**src/rtl/lcd_timing_gen_if.sv**
```systemverilog
// Timing bundle from lcd_timing_gen to the pixel generator and the LCD panel pins.
interface lcd_timing_gen_if;
    logic [9:0] pos_x;
    logic [8:0] pos_y;
    logic       lcd_dclk;
    logic       lcd_de;
    logic       lcd_hsync;
    logic       lcd_vsync;
    logic       frame_start;

    modport master (
        output pos_x, pos_y, lcd_dclk, lcd_de, lcd_hsync, lcd_vsync, frame_start
    );

    modport slave (
        input pos_x, pos_y, lcd_dclk, lcd_de, lcd_hsync, lcd_vsync, frame_start
    );
endinterface

```
**src/rtl/lcd_timing_gen.sv**
```systemverilog
// LCD dclk / hsync / vsync / DE timing generator with pixel position outputs.
// Macro LCD_SYNC_OUT_EN drives real sync pulses; without it the panel runs in DE-only mode.
module lcd_timing_gen #(
    parameter int H_ACTIVE   = 480,
    parameter int H_FP       = 2,
    parameter int H_PULSE    = 41,
    parameter int H_BP       = 2,
    parameter int V_ACTIVE   = 272,
    parameter int V_FP       = 2,
    parameter int V_PULSE    = 10,
    parameter int V_BP       = 2,
    parameter int CLK_DIV    = 10,
    parameter int PIPE_DELAY = 4
) (
    input  logic             clk,
    input  logic             rst_n,
    lcd_timing_gen_if.master lcd
);

    localparam int H_TOTAL = H_ACTIVE + H_FP + H_PULSE + H_BP;
    localparam int V_TOTAL = V_ACTIVE + V_FP + V_PULSE + V_BP;
    localparam int HW      = $clog2(H_TOTAL);
    localparam int VW      = $clog2(V_TOTAL);
    localparam int PW      = (CLK_DIV > 1) ? $clog2(CLK_DIV) : 1;

    logic [PW-1:0] ph;
    logic [PW-1:0] ph_nxt;
    logic [HW-1:0] h_cnt;
    logic [HW-1:0] h_nxt;
    logic [VW-1:0] v_cnt;
    logic [VW-1:0] v_nxt;
    logic          tick;
    logic          h_wrap;
    logic          de_nxt;
    logic          hs_nxt;
    logic          vs_nxt;

    // Next counter values; outputs are decoded from these so they settle on the tick edge itself.
    always_comb begin
        tick   = (int'(ph) == CLK_DIV - 1);
        ph_nxt = tick ? '0 : ph + PW'(1);
        h_wrap = (int'(h_cnt) == H_TOTAL - 1);
        h_nxt  = h_wrap ? '0 : h_cnt + HW'(1);
        v_nxt  = v_cnt;
        if (h_wrap) begin
            v_nxt = (int'(v_cnt) == V_TOTAL - 1) ? '0 : v_cnt + VW'(1);
        end
        de_nxt = (int'(h_nxt) < H_ACTIVE) && (int'(v_nxt) < V_ACTIVE);
`ifdef LCD_SYNC_OUT_EN
        hs_nxt = !((int'(h_nxt) >= H_ACTIVE + H_FP) &&
                   (int'(h_nxt) <  H_ACTIVE + H_FP + H_PULSE));
        vs_nxt = !((int'(v_nxt) >= V_ACTIVE + V_FP) &&
                   (int'(v_nxt) <  V_ACTIVE + V_FP + V_PULSE));
`else
        hs_nxt = 1'b1;
        vs_nxt = 1'b1;
`endif
    end

    // Counters start one step before (0,0) so the first tick after reset opens a fresh frame.
    always_ff @(posedge clk or negedge rst_n) begin
        if (!rst_n) begin
            ph              <= '0;
            h_cnt           <= HW'(H_TOTAL - 1);
            v_cnt           <= VW'(V_TOTAL - 1);
            lcd.lcd_dclk    <= 1'b0;
            lcd.lcd_de      <= 1'b0;
            lcd.lcd_hsync   <= 1'b1;
            lcd.lcd_vsync   <= 1'b1;
            lcd.pos_x       <= '0;
            lcd.pos_y       <= '0;
            lcd.frame_start <= 1'b0;
        end else begin
            ph              <= ph_nxt;
            lcd.lcd_dclk    <= (int'(ph_nxt) > PIPE_DELAY);
            lcd.frame_start <= 1'b0;
            if (tick) begin
                h_cnt           <= h_nxt;
                v_cnt           <= v_nxt;
                lcd.lcd_de      <= de_nxt;
                lcd.lcd_hsync   <= hs_nxt;
                lcd.lcd_vsync   <= vs_nxt;
                lcd.pos_x       <= (int'(h_nxt) < H_ACTIVE) ? 10'(h_nxt) : 10'd0;
                lcd.pos_y       <= (int'(v_nxt) < V_ACTIVE) ? 9'(v_nxt) : 9'd0;
                lcd.frame_start <= (h_nxt == '0) && (v_nxt == '0);
            end
        end
    end

endmodule

```
**src/flat_wrapper.sv**
```systemverilog
// flat-port wrapper written by rule: the top's interface ports become plain ports
module lcd_timing_gen_flat 
#(
    parameter int H_ACTIVE   = 480,
    parameter int H_FP       = 2,
    parameter int H_PULSE    = 41,
    parameter int H_BP       = 2,
    parameter int V_ACTIVE   = 272,
    parameter int V_FP       = 2,
    parameter int V_PULSE    = 10,
    parameter int V_BP       = 2,
    parameter int CLK_DIV    = 10,
    parameter int PIPE_DELAY = 4
)
  (clk, rst_n, lcd_pos_x, lcd_pos_y, lcd_lcd_dclk, lcd_lcd_de, lcd_lcd_hsync, lcd_lcd_vsync, lcd_frame_start);
  lcd_timing_gen_if lcd_i ();
  input  logic clk;
  input  logic rst_n;
  output wire logic [$bits(lcd_i.pos_x)-1:0] lcd_pos_x;
  output wire logic [$bits(lcd_i.pos_y)-1:0] lcd_pos_y;
  output wire logic [$bits(lcd_i.lcd_dclk)-1:0] lcd_lcd_dclk;
  output wire logic [$bits(lcd_i.lcd_de)-1:0] lcd_lcd_de;
  output wire logic [$bits(lcd_i.lcd_hsync)-1:0] lcd_lcd_hsync;
  output wire logic [$bits(lcd_i.lcd_vsync)-1:0] lcd_lcd_vsync;
  output wire logic [$bits(lcd_i.frame_start)-1:0] lcd_frame_start;
  assign lcd_pos_x = lcd_i.pos_x;
  assign lcd_pos_y = lcd_i.pos_y;
  assign lcd_lcd_dclk = lcd_i.lcd_dclk;
  assign lcd_lcd_de = lcd_i.lcd_de;
  assign lcd_lcd_hsync = lcd_i.lcd_hsync;
  assign lcd_lcd_vsync = lcd_i.lcd_vsync;
  assign lcd_frame_start = lcd_i.frame_start;
  lcd_timing_gen #(.H_ACTIVE(H_ACTIVE), .H_FP(H_FP), .H_PULSE(H_PULSE), .H_BP(H_BP), .V_ACTIVE(V_ACTIVE), .V_FP(V_FP), .V_PULSE(V_PULSE), .V_BP(V_BP), .CLK_DIV(CLK_DIV), .PIPE_DELAY(PIPE_DELAY)) u_core (.clk(clk), .rst_n(rst_n), .lcd(lcd_i));
endmodule
```
**config.mk**
```make
export PLATFORM = sky130hd
export DESIGN_NAME = lcd_timing_gen_flat
export DESIGN_NICKNAME = d
export VERILOG_FILES = /design/src/rtl/lcd_timing_gen_if.sv /design/src/rtl/lcd_timing_gen.sv /design/src/flat_wrapper.sv
export SDC_FILE = /design/constraint.sdc
export NUM_CORES = 1
export LEC_CHECK = 0
export ABC_AREA = 1
export BUFFER_PORTS_ARGS = -buffer_cell sky130_fd_sc_hd__clkbuf_2
export CORE_ASPECT_RATIO = 1.2
export CORE_MARGIN = 5
export CORE_UTILIZATION = 60
export CTS_BUF_LIST = sky130_fd_sc_hd__clkbuf_8
export DETAILED_ROUTE_END_ITERATION = 10
export PLACE_DENSITY = 0.92
export REMOVE_ABC_BUFFERS = 1
export SETUP_SLACK_MARGIN = 0.15
export SYNTH_ARGS = -nofsm -noshare
export SYNTH_HDL_FRONTEND = slang
export SYNTH_SLANG_ARGS = --single-unit
```
**constraint.sdc**
```tcl
create_clock -name clk -period 3.2 [get_ports clk]
set_input_delay 0.8 -clock clk [delete_from_list [all_inputs] [get_ports clk]]
set_output_delay 0.8 -clock clk [all_outputs]
set_load 0.1 [all_outputs]
```
# [Word-level counts from Yosys, hierarchy flattened]
# Index checks and enable logic that the tools add are counted.
[op_classes] n_mux=7 order_cmp=3 eq_ne=3 n_reduce_logical=4 n_addsub=3
[ops] cell="two-way mux 9 bit" n=3
[ops] cell="two-way mux 10 bit" n=2
[ops] cell="adder 10 x 1 -> 10 bit, second input constant" n=1
[ops] cell="equality test 10 bit, second input constant" n=1
[ops] cell="zero test 10 bit" n=1
[ops] cell="< comparator 10 x 9 -> 1 bit, second input constant" n=1
[ops] cell="adder 9 x 1 -> 9 bit, second input constant" n=1
[ops] cell="equality test 9 bit, second input constant" n=1
[ops] cell="zero test 9 bit" n=1
[ops] cell="< comparator 9 bit, second input constant" n=1
[ops] cell="adder 4 x 1 -> 4 bit, second input constant" n=1
[ops] cell="equality test 4 bit, second input constant" n=1
[ops] cell="greater-than comparator 4 x 3 -> 1 bit, second input constant" n=1
[ops] cell="two-way mux 4 bit" n=1
[ops] cell="logical AND 1 bit" n=2
[ops] cell="two-way mux 1 bit" n=1
[word_totals] register_bits=45 wordCells=28 in_bits=2

# [Longest topological paths before layout]
# Gate-level depths: netlist of the first run.
[depth] word_depth=6 mapped_depth=15 ltp_nobuf=13

# [Worst setup path before layout of the first run]
# OpenSTA, ideal clock, no wires.
[synth_timing] path_type="flip-flop to flip-flop" startpoint="register u_core.h_cnt[0]" endpoint="register u_core.lcd.pos_y[5]" arrival_time_ns=1.755 setup_time_ns=0.120 slack_ns=1.326 path_buffers=2 path_stages_with_launch=16 cell_sequence="dfrtp_1 clkbuf_1 inv_1 ha_1 nand2_1 nor2_4 inv_1 nor2_4 buf_6 nand4_1 nand2_1 nor2_1 nand2_2 nand2_4 nand2_1 nand2_1"
[synth_via] elab_chain_len=4
[synth_rtl] element="from (decl)" line="lcd_timing_gen.sv:28" source="logic [HW-1:0] h_cnt;"
[synth_rtl] element="from (signal assigned)" line="lcd_timing_gen.sv:64" source="h_cnt <= HW'(H_TOTAL - 1);"
[synth_rtl] element="from (signal assigned)" line="lcd_timing_gen.sv:78" source="h_cnt <= h_nxt;"
[synth_rtl] element="equality test 10 bit (*)" line="lcd_timing_gen.sv:42" source="h_wrap = (int'(h_cnt) == H_TOTAL - 1);"
[synth_rtl] element="two-way mux 9 bit (*)" line="lcd_timing_gen.sv:45" source="if (h_wrap) begin"
[synth_rtl] element="< comparator 9 bit" line="lcd_timing_gen.sv:84" source="lcd.pos_y <= (int'(v_nxt) < V_ACTIVE) ? 9'(v_nxt) : 9'd0;"
[synth_rtl] element="two-way mux 9 bit (*)" line="lcd_timing_gen.sv:84"
[synth_rtl] element="to (signal assigned)" line="lcd_timing_gen.sv:84"
[synth_rtl] element="to (decl)" line="lcd_timing_gen_if.sv:12" source="output pos_x, pos_y, lcd_dclk, lcd_de, lcd_hsync, lcd_vsync, frame_start"
# Every way passes the cells marked *; elsewhere a longest branch is shown, timed or not.
# A chain may end at the register's enable or synchronous reset.

# [Final worst setup path of the first run]
[layout_timing] startpoint="register u_core.h_cnt[0]" endpoint="register u_core.lcd.pos_y[0]"
# Same word-level chain as after synthesis.

==> results of run 1 <==
-- worst paths after layout --
path,endpoint,startpoint,slack (ns),depth (start not counted)
worst max-delay path,u_core.lcd.pos_y[0],u_core.h_cnt[0],1.12,13
worst min-delay path,u_core.h_cnt[8],rst_n,0.41,1
worst max register to register,u_core.lcd.pos_y[0],u_core.h_cnt[0],1.12,13
min in group clk,u_core.lcd.pos_y[5],u_core.lcd.pos_y[5],0.49,2
max in group asynchronous,u_core.v_cnt[0],rst_n,2.05,2
worst min register to register,u_core.lcd.pos_y[5],u_core.lcd.pos_y[5],0.49,2
-- where the power goes --
part / internal [mW] / switching, mW / total, mW
sequential: 0.569 / 0 / 0.569
combinational: 0.00121 / 0.0205 / 0.0218
clock: 0.231 / 0.202 / 0.433
-- worst max-delay path, cell delays in order (launching register included) --
cell and delay, ns:
dfrtp_1 0.49, inv_1 0.16, ha_1 0.16, nand2_1 0.08
nor2_4 0.11, inv_1 0.08, nor2_4 0.24, nand4_1 0.15
nand2_1 0.12, nor2_1 0.06, nand2_2 0.09, nand2_4 0.09
nand2_1 0.08, nand2_1 0.05
-- layout make-up --
| cell class | instances | area [sq um] | share of cell area |
|---|---|---|---|
| repair buffers | 25 | 130 | 0.0468 |
| flip-flops and latches | 45 | 1140 | 0.408 |
| clock inverters | 3 | 42.5 | 0.0153 |
| clock buffers | 5 | 68.8 | 0.0247 |
| multi-input cells | 241 | 1150 | 0.415 |
| inverters | 48 | 180 | 0.0648 |
| well taps | 56 | 70.1 | 0.0252 |
-- placed cells by master, fill, tap and decap left out, types with 5 or more instances in the layout --
cell type / netlist / layout
nand3_1: 27 / 27
nor2_1: 27 / 27
inv_1: 43 / 44
clkbuf_2: 0 / 23
o21ai_0: 21 / 21
clkbuf_8: 0 / 5
dfstp_2: 8 / 8
dfrtp_1: 37 / 37
o21ai_1: 9 / 9
nand2_1: 113 / 113
nand4_1: 11 / 11
-- per-layer routing --
layer  vias to the layer above  routed length [um]  GRT usage
met3                        16                 231     0.0396
met1                      1059                2240      0.242
met2                        60                3040      0.404
li1                       1119                   -          -
met4                         0                 148     0.0879
met5                         -                   0          0
-- registers in the layout, summed over array words and instances (netlist names) --
name / cells
u_core.v_cnt: 9
u_core.lcd.pos_y: 9
u_core.lcd.lcd_de: 1
u_core.ph: 4
u_core.lcd.lcd_dclk: 1
u_core.lcd.pos_x: 10
u_core.h_cnt: 10
u_core.lcd.frame_start: 1
-- stage by stage --
| step | total power, mW | hold slack [ns] | setup slack [ns] | util |
|---|---|---|---|---|
| detailed placement | 0.602 | 0.466 | 1.15 | 0.636 |
| floorplan | 0.590 | 0.441 | 0.961 | - |
| global placement | 0.602 | 0.458 | 1.24 | 0.636 |
| finish | 1.02 | 0.406 | 1.12 | 0.663 |
| global route | 1.05 | 0.442 | 0.941 | 0.663 |
| CTS | 1.02 | 0.422 | 1.14 | 0.663 |
-- kinds of logic (layout without fill, tap and decap cells) --
group	count (synthesis)	in the layout	synth area share
simple gates	194	194	0.342
buf+inv	61	81	0.102
flops	45	45	0.446
compound gates	40	40	0.0855
fa+ha+maj	4	4	0.0197
other cells	1	2	0.00147
xor+xnor	1	1	0.00344
==> summary.txt, run 1 <==
Run status
  – Outcome: complete, no violations

Floorplanning
  – Die Wd: 69.5 um
  – Die ar.: 5650 sq um
  – Num rows: 26
  – Top Ports: 26
  – Starting Density: 0.606
  – Core footprint: 4200 sq um
  – Die Y: 81.3 um

CTS
  – # resized after CTS: 0
  – Worst-case clock buffer depth: 2
  – CTS sink cnt: 45
  – CTS tree: built
  – Post-CTS Setup Bufs: 0
  – CTS H-Tree Depth: 2
  – Clock root cell: clkbuf_8
  – Clk slew on worst S/H paths: 0.09 ns
  – Total CTS buffers: 5
  – Clock Latency Late Sink: 0.31 ns
  – Hold Buf Count CTS: 0

Timing
  – Rel. slew slack: 0.638
  – Endpoints failing setup: 0
  – Tcrit/Tclk final: 0.649
  – Final min period: 2.08 ns
  – Slew Limit Fails: 0
  – Fin. Hold Viols: 0
  – Worst-margin pin slew: 0.546 ns
  – RSZ-0062 raised after global routing: false
  – Max Clk Rate: 481 MHz
  – Final setup skew: 0.0105 ns
  – Setup_tns: 0 ns

Drt
  – Via/cell ratio: 5.33
  – DR iter-0 viols: 184
  – Vias: 2,254
  – Antenna violation net count after detailed routing: 0
  – DRC errors left: 0
  – Drt first pass iters: 4
  – WL final: 5650 um
  – Wire per inst: 13.4 um

Worst hold path
  – Min-Delay Path Class: in2async

Place
  – Placed cell area: 2670 sq um
  – Placed Instances: 415
  – Final HPWL DP: 4140 um
  – Gpl congestion: 0.955
  – IO Port Bufs: 23

Critical path
  – Worst Setup Start Kind: flop
  – Crit path required time: 3.40 ns
  – Setup crit end kind: flop
  – WS Path Type: reg2reg
  – Worst Path Arrival: 2.28 ns
  – Crit-path max FO: 11

Pwr
  – VDD IR max: 368 uV
  – PwrDens: 368 nW/um^2
  – Lkg Pwr: 1.54 nW

Synthesis
  – Synth top cells by count: nand2_1, inv_1, dfrtp_1
  – Top cells by area, synth: dfrtp_1, nand2_1, dfstp_2, inv_1, nand3_1
  – Syn Inst Count: 346
  – Count leader, synth: nand2_1
  – Cell area after synthesis: 2540 sq um
  – Post-synth top area share: 0.364
  – Share of synthesized registers carrying an async set or reset: 1.00
  – Main synth FF type: dfrtp_1
  – Distinct cell type count after synthesis: 31
  – Post-synthesis sequential area ratio: 0.446
  – Post-synth top area cell: dfrtp_1
  – Post-synth EDFFs: 0
  – Mean Syn Cell Area: 7.36 sq um
  – #FFs+latches synth: 45
  – Ys Warns: 0

Global route
  – Largest net degree at the start of global routing: 34
  – Initial antenna violation count: 0
  – Overflow left after global routing: 0
  – First-pass GRT wire length: 9720 um
  – Number of global-route vias before repair: 2,202
  – Total GRT Usage: 0.216

Final layout
  – Fill cell total of the finished layout: 346
  – Synth-to-layout area growth: 9.29%
  – Final instance area: 2780 sq um
  – Post-route insts no fill: 423
  – Final nets: 372
  – ANT cells: 0
  – Share of cells above drive strength 1: 0.158

Run
  – MaxCap Viol Count: 0
(Power assumes the default switching activity.)
==> run 2, diff against run 1 <==
--- a/config.mk
+++ b/config.mk
@@ -5,7 +5,7 @@
 export SDC_FILE = /design/constraint.sdc
 export NUM_CORES = 1
 export LEC_CHECK = 0
-export ABC_AREA = 1
+export ABC_AREA = 0
 export BUFFER_PORTS_ARGS = -buffer_cell sky130_fd_sc_hd__clkbuf_2
 export CORE_ASPECT_RATIO = 1.2
 export CORE_MARGIN = 5
==> constraint.sdc (replaced) <==
create_clock -name clk -period 2.1 [get_ports clk]
set_input_delay 0.525 -clock clk [delete_from_list [all_inputs] [get_ports clk]]
set_output_delay 0.525 -clock clk [all_outputs]
set_load 0.1 [all_outputs]
==> summary.txt, run 2 <==
Synthesis
  – Mean Syn Cell Area: 9.11 sq um (was 7.36 sq um)
  – #FFs+latches synth: 45 (unchanged)
  – Syn Inst Count: 271 (was 346)
  – Top cells by area, synth: dfrtp_1, dfstp_2, nand2_1, o21ai_0, xor2_1 (was dfrtp_1, nand2_1, dfstp_2, inv_1, nand3_1)
  – Post-synth top area share: 0.375 (was 0.364)
  – Synth top cells by count: nand2_1, dfrtp_1, o21ai_0 (was nand2_1, inv_1, dfrtp_1)
  – Post-synth top area cell: dfrtp_1 (unchanged)
  – Cell area after synthesis: 2470 sq um (was 2540 sq um)
  – Post-synthesis sequential area ratio: 0.460 (was 0.446)
  – Count leader, synth: nand2_1 (unchanged)
  – Share of synthesized registers carrying an async set or reset: 1.00 (unchanged)
  – Post-synth EDFFs: 0 (unchanged)
  – Distinct cell type count after synthesis: 47 (was 31)
  – Main synth FF type: dfrtp_1 (unchanged)
  – Ys Warns: 0 (unchanged)

CTS
  – Clk slew on worst S/H paths: 0.09 ns (about the same)
  – Clock root cell: clkbuf_8 (unchanged)
  – Worst-case clock buffer depth: 2 (unchanged)
  – CTS tree: built (unchanged)
  – Clock Latency Late Sink: 0.31 ns (about the same)
  – CTS sink cnt: 45 (unchanged)
  – CTS H-Tree Depth: 2 (unchanged)
  – Total CTS buffers: 5 (unchanged)

Place
  – Gpl congestion: 0.883 (was 0.955)
  – Final HPWL DP: 4120 um (was 4140 um)
  – Dpl ws: -0.436 ns (was 1.15 ns)
  – Placed Instances: 363 (was 415)
  – Placed cell area: 2830 sq um (was 2670 sq um)
  – IO Port Bufs: 23 (unchanged)

Run
  – MaxCap Viol Count: 0 (unchanged)

Critical path
  – CP max stage cell: or4b_4 (was dfrtp_1)
  – Worst Path Arrival: 2.80 ns (was 2.28 ns)
  – Crit path largest cell delay: 0.50 ns (was 0.49 ns)
  – Crit path required time: 2.32 ns (was 3.40 ns)
  – Worst Setup Start Kind: flop (unchanged)
  – CP Cell Sequence: inv_2, ha_4, or4b_4, nor3_4, buf_6, nand4_1, xor2_2, a41oi_4, o31ai_2 (was inv_1, ha_1, nand2_1, nor2_4, inv_1, nor2_4, nand4_1, nand2_1, nor2_1, nand2_2, nand2_4, nand2_1, nand2_1)
  – Crit-path max FO: 5 (was 11)
  – Setup crit end kind: flop (unchanged)
  – WS Path Type: reg2reg (unchanged)

Pwr
  – PwrDens: 458 nW/um^2 (was 368 nW/um^2)
  – VDD IR max: 331 uV (was 368 uV)
  – Lkg Pwr: 1.60 nW (was 1.54 nW)

Drt
  – Via/cell ratio: 6.45 (was 5.33)
  – Wire per inst: 21.9 um (was 13.4 um)
  – DR iter-0 viols: 456 (was 184)
  – Antenna violation net count after detailed routing: 0 (unchanged)
  – WL final: 8570 um (was 5650 um)
  – DRC errors left: 0 (unchanged)
  – Vias: 2,529 (was 2,254)
  – Drt first pass iters: 5 (was 4)

Run status
  – Outcome: finished with violations (was complete, no violations)
  – Failing checks: setup timing

Final layout
  – Final nets: 343 (was 372)
  – Largest registers: u_core.h_cnt: 10 flops, u_core.lcd.pos_x: 10 flops (unchanged)
  – Final Util: 0.857 (was 0.663)
  – Commonest non-fill, non-tap cell in the layout: nand2_1 (unchanged)
  – Share of cells above drive strength 1: 0.429 (was 0.158)
  – ANT cells: 0 (unchanged)
  – Post-route insts no fill: 392 (was 423)
  – Commonest cells after routing, fill and taps aside: nand2_1, buf_4, dfrtp_1, clkbuf_2, buf_6 (was nand2_1, inv_1, dfrtp_1, nor2_1, nand3_1)
  – Final instance area: 3400 sq um (was 2780 sq um)
  – Synth-to-layout area growth: 37.9% (was 9.29%)
  – Fill cell total of the finished layout: 189 (was 346)

Worst hold path
  – Min-Delay Path Class: in2async (unchanged)

Timing
  – Final min period: 2.59 ns (was 2.08 ns)
  – Final setup skew: 0.0134 ns (was 0.0105 ns)
  – Endpoints failing setup: 31 (was 0)
  – Slew Limit Fails: 0 (unchanged)
  – Tcrit/Tclk final: 1.23 (was 0.649)
  – Worst Slack Setup Final: -0.489 ns (was 1.12 ns)
  – RSZ-0062 raised after global routing: true (was false)
  – Worst-margin pin slew: 0.574 ns (was 0.546 ns)
  – Rel. slew slack: 0.617 (was 0.638)
  – Fin. Hold Viols: 0 (unchanged)
  – Max Clk Rate: 386 MHz (was 481 MHz)

Floorplanning
  – Die ar.: 5500 sq um (was 5650 sq um)
  – Die Y: 80.3 um (was 81.3 um)
  – Top Ports: 26 (unchanged)
  – Starting Density: 0.621 (was 0.606)
  – Core footprint: 3970 sq um (was 4200 sq um)
  – Num rows: 25 (was 26)
  – Die Wd: 68.6 um (was 69.5 um)

Global route
  – Overflow left after global routing: 0 (unchanged)
  – Initial antenna violation count: 0 (unchanged)
  – Largest net degree at the start of global routing: 29 (was 34)
  – Number of global-route vias before repair: 2,346 (was 2,202)
  – Total GRT Usage: 0.297 (was 0.216)
  – First-pass GRT wire length: 11,900 um (was 9720 um)
==> run 2: through the flow <==
step	setup TNS (ns)	total power, mW	hold slack [ns]
6_report	-10.14	1.56	0.197
5_1_grt	-12.28	1.60	0.237
4_1_cts	-5.32	1.56	0.219
3_5_place_dp	-7.56	0.921	0.469
3_3_place_gp	-4.72	0.920	0.453
2_1_floorplan	-9.14	0.899	0.229
==> run 2: logic make-up (layout without fill, tap and decap cells) <==
logic type | after synthesis | count (layout) | synth area share
and+or+nand+nor | 110 | 110 | 0.221
buffers and inverters | 31 | 97 | 0.0568
AOI/OAI and AO/OA | 59 | 59 | 0.159
DFF | 45 | 45 | 0.460
adders and majority gates | 4 | 4 | 0.0203
muxes | 3 | 3 | 0.0172
xor gates and xnor gates | 18 | 18 | 0.0639
other | 1 | 2 | 0.00152
==> run 2: layer usage <==
| metal | track usage | share of wire | up-vias |
|---|---|---|---|
| met3 | 0.0657 | 0.088 | 54 |
| li1 | - | - | 1062 |
| met4 | 0.153 | 0.052 | 0 |
| met1 | 0.353 | 0.36 | 1227 |
| met5 | 0 | 0 | - |
| met2 | 0.492 | 0.50 | 186 |
==> run 2: path summary, 6_finish.rpt <==
| kind | start | endpoint | slack (ns) | cells past startpoint |
|---|---|---|---|---|
| max reg2reg | u_core.h_cnt[0] | u_core.lcd.pos_y[1] | -0.49 | 9 |
| min reg2reg | u_core.lcd.pos_y[4] | u_core.lcd.pos_y[4] | 0.48 | 2 |
| max in group asynchronous | rst_n | u_core.v_cnt[4] | 1.30 | 2 |
| max | u_core.h_cnt[0] | u_core.lcd.pos_y[1] | -0.49 | 9 |
| min | rst_n | u_core.h_cnt[8] | 0.20 | 1 |
| min in group clk | u_core.lcd.pos_y[4] | u_core.lcd.pos_y[4] | 0.48 | 2 |
==> run 2: power by group <==
| group | total, mW | internal, mW | switching [mW] |
|---|---|---|---|
| combinational | 0.0372 | 0.00434 | 0.0328 |
| clock | 0.656 | 0.349 | 0.307 |
| sequential | 0.867 | 0.867 | 0 |
==> run 2: area by class of cell <==
class | instances | area, sq um | share of cell area
Timing Repair Buffer | 79 | 612 | 0.180
Clock inverter | 3 | 38.8 | 0.0114
Inverter | 10 | 37.5 | 0.0110
Sequential cell | 45 | 1140 | 0.334
Clock buffer | 5 | 68.8 | 0.0202
Multi-Input combinational cell | 196 | 1440 | 0.424
Tap cell | 54 | 67.6 | 0.0198
==> run 2: worst max-delay path: cells and delay by family, from the launching register on <==
kind / cells / cell delay, ns
XOR/XNOR: 1 / 0.32
adder cells (fa/ha/maj): 1 / 0.14
AO/OA/AOI/OAI: 2 / 0.48
buffers and inverters: 2 / 0.25
AND/OR/NAND/NOR: 3 / 0.91
flip-flops: 1 / 0.40
==> run 2: what timing repair did <==
item                       in CTS  in global routing
hold buffers                    0                  0
resized for setup              56                 31
pin swaps                      19                 19
setup buffers                  11                 10
setup endpoints to repair      32                 33
